===== src/rtl/can_bit_destuffer_if.sv =====
// -----------------------------------------------------------------------------
// can_bit_destuffer_if
// Bit-stream bundle between the sample-point logic and frame decoder (master)
// and the CAN bit de-stuffer (slave).
//   sample_en : one-clk strobe at the bus sample point
//   rx        : sampled bus bit (0 = dominant)
//   stuff_en  : high while inside the stuffed region (SOF..CRC)
//   bit_out   : de-stuffed bit
//   bit_valid : one-clk strobe qualifying bit_out
//   stuff_err : stuff-rule violation indication
//   stuff_cnt : stuff bits removed since the last stuff_en rise (wraps)
//   run_len   : current equal-bit run length (observability)
// -----------------------------------------------------------------------------
interface can_bit_destuffer_if #(
  parameter int CNT_W = 8
);
  logic             sample_en;
  logic             rx;
  logic             stuff_en;
  logic             bit_out;
  logic             bit_valid;
  logic             stuff_err;
  logic [CNT_W-1:0] stuff_cnt;
  logic [3:0]       run_len;

  modport master (
    output sample_en, rx, stuff_en,
    input  bit_out, bit_valid, stuff_err, stuff_cnt, run_len
  );

  modport slave (
    input  sample_en, rx, stuff_en,
    output bit_out, bit_valid, stuff_err, stuff_cnt, run_len
  );
endinterface


===== src/rtl/can_bit_destuffer.sv =====
// -----------------------------------------------------------------------------
// can_bit_destuffer
// Removes CAN stuff bits inside the stuffed region, checks the stuff rule and
// passes bits straight through outside it. Counts removed stuff bits.
//
// Ports:
//   clk    : system clock, rising edge
//   reset  : asynchronous, active-high reset
//   io_bus : can_bit_destuffer_if.slave (sample_en/rx/stuff_en in,
//            bit_out/bit_valid/stuff_err/stuff_cnt/run_len out)
//
// Parameters:
//   STUFF_LEN : equal bits after which a complementary stuff bit is due (2..15)
//   CNT_W     : width of stuff_cnt
//
// Build option:
//   STUFF_ERR_STICKY_EN : when defined, stuff_err latches until reset or the
//                         next stuffed-region start; otherwise it is a 1-clk
//                         pulse on entry to the error state.
// -----------------------------------------------------------------------------
module can_bit_destuffer #(
  parameter int STUFF_LEN = 5,
  parameter int CNT_W     = 8
) (
  input  logic                clk,
  input  logic                reset,
  can_bit_destuffer_if.slave  io_bus
);

  typedef enum logic [1:0] {
    S_IDLE   = 2'd0,
    S_RUN    = 2'd1,
    S_EXPECT = 2'd2,
    S_ERROR  = 2'd3
  } state_t;

  localparam logic [3:0] LP_STUFF_LEN = 4'(STUFF_LEN);

  state_t           r_state;
  logic             r_prev;
  logic [3:0]       r_run_len;
  logic [CNT_W-1:0] r_stuff_cnt;
  logic             r_bit_out;
  logic             r_bit_valid;
  logic             r_stuff_err;

  state_t           w_state_next;
  logic             w_prev_next;
  logic [3:0]       w_run_len_next;
  logic [CNT_W-1:0] w_stuff_cnt_next;
  logic             w_bit_out_next;
  logic             w_bit_valid_next;
  logic             w_stuff_err_next;

  logic             w_same;
  logic [3:0]       w_run_step;

  assign w_same     = (io_bus.rx == r_prev);
  // Run length after accepting rx as a data bit while in RUN.
  assign w_run_step = w_same ? (r_run_len + 4'd1) : 4'd1;

  always_ff @(posedge clk or posedge reset) begin
    if (reset) begin
      r_state     <= S_IDLE;
      r_prev      <= 1'b1;
      r_run_len   <= 4'd0;
      r_stuff_cnt <= '0;
      r_bit_out   <= 1'b1;
      r_bit_valid <= 1'b0;
      r_stuff_err <= 1'b0;
    end else begin
      r_state     <= w_state_next;
      r_prev      <= w_prev_next;
      r_run_len   <= w_run_len_next;
      r_stuff_cnt <= w_stuff_cnt_next;
      r_bit_out   <= w_bit_out_next;
      r_bit_valid <= w_bit_valid_next;
      r_stuff_err <= w_stuff_err_next;
    end
  end

  always_comb begin
    w_state_next     = r_state;
    w_prev_next      = r_prev;
    w_run_len_next   = r_run_len;
    w_stuff_cnt_next = r_stuff_cnt;
    w_bit_out_next   = r_bit_out;
    w_bit_valid_next = 1'b0;
`ifdef STUFF_ERR_STICKY_EN
    w_stuff_err_next = r_stuff_err;
`else
    w_stuff_err_next = 1'b0;
`endif

    if (io_bus.sample_en) begin
      if (!io_bus.stuff_en) begin
        // Outside the stuffed region every state, including ERROR, behaves
        // as plain pass-through and settles in IDLE.
        w_bit_out_next   = io_bus.rx;
        w_bit_valid_next = 1'b1;
        w_state_next     = S_IDLE;
      end else begin
        case (r_state)
          S_IDLE: begin
            // stuff_en rise: new frame, run and counter restart.
            w_prev_next      = io_bus.rx;
            w_run_len_next   = 4'd1;
            w_stuff_cnt_next = '0;
            w_bit_out_next   = io_bus.rx;
            w_bit_valid_next = 1'b1;
            w_stuff_err_next = 1'b0;
            w_state_next     = S_RUN;
          end
          S_RUN: begin
            w_prev_next      = io_bus.rx;
            w_run_len_next   = w_run_step;
            w_bit_out_next   = io_bus.rx;
            w_bit_valid_next = 1'b1;
            if (w_run_step == LP_STUFF_LEN) begin
              w_state_next = S_EXPECT;
            end
          end
          S_EXPECT: begin
            if (!w_same) begin
              // Stuff bit: dropped, but it starts the next run.
              w_prev_next      = io_bus.rx;
              w_run_len_next   = 4'd1;
              w_stuff_cnt_next = r_stuff_cnt + 1'b1;
              w_state_next     = S_RUN;
            end else begin
              w_stuff_err_next = 1'b1;
              w_state_next     = S_ERROR;
            end
          end
          default: begin
            // S_ERROR: strobes ignored while the region stays open.
          end
        endcase
      end
    end
  end

  assign io_bus.bit_out   = r_bit_out;
  assign io_bus.bit_valid = r_bit_valid;
  assign io_bus.stuff_err = r_stuff_err;
  assign io_bus.stuff_cnt = r_stuff_cnt;
  assign io_bus.run_len   = r_run_len;

endmodule


===== src/flat_wrapper.sv =====
// flat-port wrapper written by rule: the top's interface ports become plain ports
module can_bit_destuffer_flat 
#(
  parameter int STUFF_LEN = 5,
  parameter int CNT_W     = 8
)
  (clk, reset, io_bus_sample_en, io_bus_rx, io_bus_stuff_en, io_bus_bit_out, io_bus_bit_valid, io_bus_stuff_err, io_bus_stuff_cnt, io_bus_run_len);
  can_bit_destuffer_if #(.CNT_W(CNT_W)) io_bus_i ();
  input  logic clk;
  input  logic reset;
  input wire logic [$bits(io_bus_i.sample_en)-1:0] io_bus_sample_en;
  input wire logic [$bits(io_bus_i.rx)-1:0] io_bus_rx;
  input wire logic [$bits(io_bus_i.stuff_en)-1:0] io_bus_stuff_en;
  output wire logic [$bits(io_bus_i.bit_out)-1:0] io_bus_bit_out;
  output wire logic [$bits(io_bus_i.bit_valid)-1:0] io_bus_bit_valid;
  output wire logic [$bits(io_bus_i.stuff_err)-1:0] io_bus_stuff_err;
  output wire logic [$bits(io_bus_i.stuff_cnt)-1:0] io_bus_stuff_cnt;
  output wire logic [$bits(io_bus_i.run_len)-1:0] io_bus_run_len;
  assign io_bus_i.sample_en = io_bus_sample_en;
  assign io_bus_i.rx = io_bus_rx;
  assign io_bus_i.stuff_en = io_bus_stuff_en;
  assign io_bus_bit_out = io_bus_i.bit_out;
  assign io_bus_bit_valid = io_bus_i.bit_valid;
  assign io_bus_stuff_err = io_bus_i.stuff_err;
  assign io_bus_stuff_cnt = io_bus_i.stuff_cnt;
  assign io_bus_run_len = io_bus_i.run_len;
  can_bit_destuffer #(.STUFF_LEN(STUFF_LEN), .CNT_W(CNT_W)) u_core (.clk(clk), .reset(reset), .io_bus(io_bus_i));
endmodule

===== config.mk =====
export PLATFORM = sky130hd
export DESIGN_NAME = can_bit_destuffer_flat
export DESIGN_NICKNAME = d
export VERILOG_FILES = /design/src/rtl/can_bit_destuffer_if.sv /design/src/rtl/can_bit_destuffer.sv /design/src/flat_wrapper.sv
export SDC_FILE = /design/constraint.sdc
export NUM_CORES = 1
export LEC_CHECK = 0
export CAP_MARGIN = 10
export CORE_MARGIN = 2
export CORE_UTILIZATION = 25
export CTS_BUF_LIST = sky130_fd_sc_hd__clkbuf_4
export DETAILED_ROUTE_END_ITERATION = 16
export DONT_BUFFER_PORTS = 1
export PLACE_DENSITY = 0.4
export SLEW_MARGIN = 20
export SYNTH_ARGS = -nofsm -noshare
export SYNTH_HDL_FRONTEND = slang
export SYNTH_SLANG_ARGS = --single-unit
export TNS_END_PERCENT = 20

===== constraint.sdc =====
create_clock -name clk -period 4 [get_ports clk]
set_clock_uncertainty 0.1 [all_clocks]
set_input_delay 0.8 -clock clk [delete_from_list [all_inputs] [get_ports clk]]
set_output_delay 0.8 -clock clk [all_outputs]
set_load 0.03 [all_outputs]

==> results.py <==
metrics = {
    "finish": {
        "fillers": 430,
        "seq_area_um2": 452.9,
        "nNetsFinal": 114,
        "final_area_um2": 1064,
        "antenna_cells": 0,
        "multiInputGateArea_um2": 505.5,
        "drive_gt1_frac": 0.09804,
        "syn_to_final_growth_pct": 6.784,
        "final_core_util": 0.2841,
    },
    "timing": {
        "setup_viol": 0,
        "whs_ns": 0.3801,
        "final-max-slew-violation-count": 0,
        "max_freq_ghz": 0.4604,
        "rsz0062_at_grt": "no",
        "relSlewSlack": 0.5310,
        "fin_setup_tns_ns": 0,
        "timing.final.crit_period_ns": 2.172,
        "hold_violations": 0,
        "fin_crit_sh": 0.5430,
        "worstMarginPinSlew_ns": 0.7027,
    },
    "logic_synthesis": {
        "syn-instance-count": 101,
        "yosysWarnings": 0,
        "synth-compound-area-share": 0.2023,
        "yosys.area.top_type_share": 0.4020,
        "yosysTopAreaCell": "dfrtp_1",
        "synthTopCellsByArea": "dfrtp_1 40%, ha_1 7.5%, dfstp_2 5.3%, o21ai_0 4.5%, nand2_1 3.8%",
        "ys_ff_latch": 18,
        "synth-adder-area-share": 0.07538,
        "synth_fp_nets": 112,
        "synthSimpleGateAreaFrac": 0.1822,
        "synth_area_um2": 996.0,
        "synthMuxAreaShare": 0.02261,
        "yosysUniqueCellTypes": 34,
        "synth_xor_xnor_area_share": 0.02513,
        "synth_area_per_cell_um2": 9.861,
        "ys_seq_area_frac": 0.4548,
        "synth_top_family_by_area": "compound AO/OA/AOI/OAI gates",
    },
    "global_routing": {
        "grt_pass1_vias": 700,
        "grt-ovfl-total": 0,
        "antenna_found_initial": 0,
        "grt_util_all_layers": 0.1075,
        "grt_pass1_wl_um": 3512,
        "grt_max_degree": 19,
    },
    "clock_network": {
        "cts_tree": "done",
        "cts_resized": 0,
        "clk_pin_slew_ns": 0.11,
        "clk_latency_ns": 0.30,
        "cts_buffer_depth": 2,
        "cts_hold_buf": 0,
        "cts_max_level": 1,
        "postCtsSetupRepairBufs": 0,
        "cts.sinks": 18,
        "cts_buffers": 3,
        "root_buffer": "clkbuf_4",
    },
    "setup_path": {
        "required_ns": 4.13,
        "crit_path_end": "u_core.io_bus.stuff_cnt[5]",
        "critPathKind": "reg2reg",
        "timing.rr.end": "u_core.io_bus.stuff_cnt[5]",
        "end_kind": "flop",
        "path_max_fanout": 12,
        "r2r_slack_ns": 1.83,
        "regToRegStartpoint": "u_core.r_state[0]",
        "start_kind": "flop",
        "worstPathArrival_ns": 2.30,
        "rr_worst_depth": 6,
        "critPathLaunch": "u_core.r_state[0]",
    },
    "route": {
        "drc": 0,
        "drt-initial-drc-count": 45,
        "routed_wl_um": 2067,
        "dr.pass1.iters": 4,
        "ant_nets": 0,
        "vias": 757,
        "vias_per_cell": 5.047,
        "wl_per_cell_um": 13.78,
    },
    "die": {
        "die_w_um": 67.12,
        "start_util": 0.2660,
        "die_area_um2": 4504,
        "io_pins": 20,
        "core_um2": 3744,
        "chipHeight_um": 67.12,
        "rows": 22,
    },
    "pwr": {
        "peakVddDrop_uv": 226.5,
        "p_leak_uw": 0.0004546,
        "cellPowerDensity_nw_per_um2": 532.6,
    },
    "flow_run": {
        "maxCapViolCount": 0,
    },
    "placed_design": {
        "place_area_um2": 1037,
        "globalplace.congestion": 0.7022,
        "io_buffers": 0,
        "hpwl_um": 1528,
    },
    "worst_hold_path": {
        "hold_path_class": "in2async",
    },
    "status": {
        "status": "finished clean",
    },
}
## worst min-delay path by stage
stage | endpoint | slack [ns] | cells after the start
after global routing | u_core.io_bus.run_len[0] | 0.44 | 1
after floorplan | u_core.r_state[0] | 0.41 | 1
after detailed placement | u_core.r_state[1] | 0.46 | 1
after global placement | u_core.r_state[0] | 0.44 | 1
after CTS | u_core.io_bus.stuff_cnt[3] | 0.41 | 1
final | u_core.io_bus.stuff_cnt[3] | 0.38 | 1
## area by class of cell
class,count,area share
clock buffers,3,0.02118
clock inverters,1,0.003529
inverters,5,0.01765
multi-input cells,75,0.4753
flip-flops and latches,18,0.4259
well taps,48,0.05647
## cells in the mapped netlist, drive strengths merged
| library cell | instances |
|---|---|
| nor3 | 3 |
| inv | 5 |
| xnor2 | 1 |
| a32o | 2 |
| nor2b | 2 |
| dfstp | 2 |
| clkbuf | 2 |
| a22oi | 1 |
| a211o | 1 |
| a32oi | 2 |
| or3 | 1 |
| and3 | 3 |
| dfrtp | 16 |
| a21boi | 2 |
| nor4 | 1 |
| mux2 | 2 |
| nor2 | 7 |
| buf | 1 |
| o21a | 3 |
| a22o | 2 |
| nand3 | 4 |
| a21o | 1 |
| nand4 | 3 |
| a21oi | 3 |
| o2bb2ai | 1 |
| nand2 | 10 |
| o21ai | 9 |
| ha | 6 |
| xor2 | 1 |
| a211oi | 1 |
| and4 | 2 |
| o31a | 1 |
## logic make-up after synthesis
kind of cell             Yosys count
AO/OA/AOI/OAI                     29
XOR/XNOR                           2
adder cells (fa/ha/maj)            6
buffers and inverters              8
flip-flops                        18
multiplexers                       2
AND/OR/NAND/NOR                   36
## metrics by stage
stage               power (µW)  worst slack [ns]  instances
finish                   566.4             1.828        150
global route             618.4             1.611        150
CTS                      576.0             1.828        150
detailed placement       473.0             1.795        146
global placement         474.9             1.818        146
floorplan                436.9             1.902        101
## worst max-delay path, cell delays in order (launching register included)
cell and delay (ns):
dfrtp_1 0.43, inv_1 0.10, ha_1 0.42, nor2_1 0.12, a211o_1 0.38, or3_1 0.38
a21boi_0 0.17
## power by group
part	leakage, µW	total [µW]	internal, µW	switching (µW)
Combinational	0.000203	173	67.7	105
Sequential	0.000236	294	219	75.1
Clock	0.0000154	99.0	36.4	62.6
## registers in the layout (all words and copies together), names as in the netlist
register                 flops
u_core.io_bus.stuff_cnt      8
u_core.io_bus.bit_out        1
u_core.io_bus.bit_valid      1
u_core.r_state               2
u_core.io_bus.run_len        4
u_core.r_prev                1
u_core.io_bus.stuff_err      1
## cell usage in the layout (no fill, tap or decap), drive strengths merged, types with 3 or more instances in the layout
cell	instances
nor2	7
and3	3
inv	5
nand4	3
clkbuf	3
ha	6
a21oi	3
o21a	3
o21ai	9
nand2	10
nor3	3
nand3	4
dfrtp	16
## routing by layer
| metal | vias up | global-route usage | wire length, µm |
|---|---|---|---|
| li1 | 378 | - | - |
| met1 | 351 | 0.1387 | 950 |
| met2 | 26 | 0.1535 | 919 |
| met3 | 2 | 0.05912 | 177 |
| met4 | 0 | 0.03061 | 19 |
| met5 | - | 0 | 0 |
No activity file was read; power rests on OpenSTA's default activity.
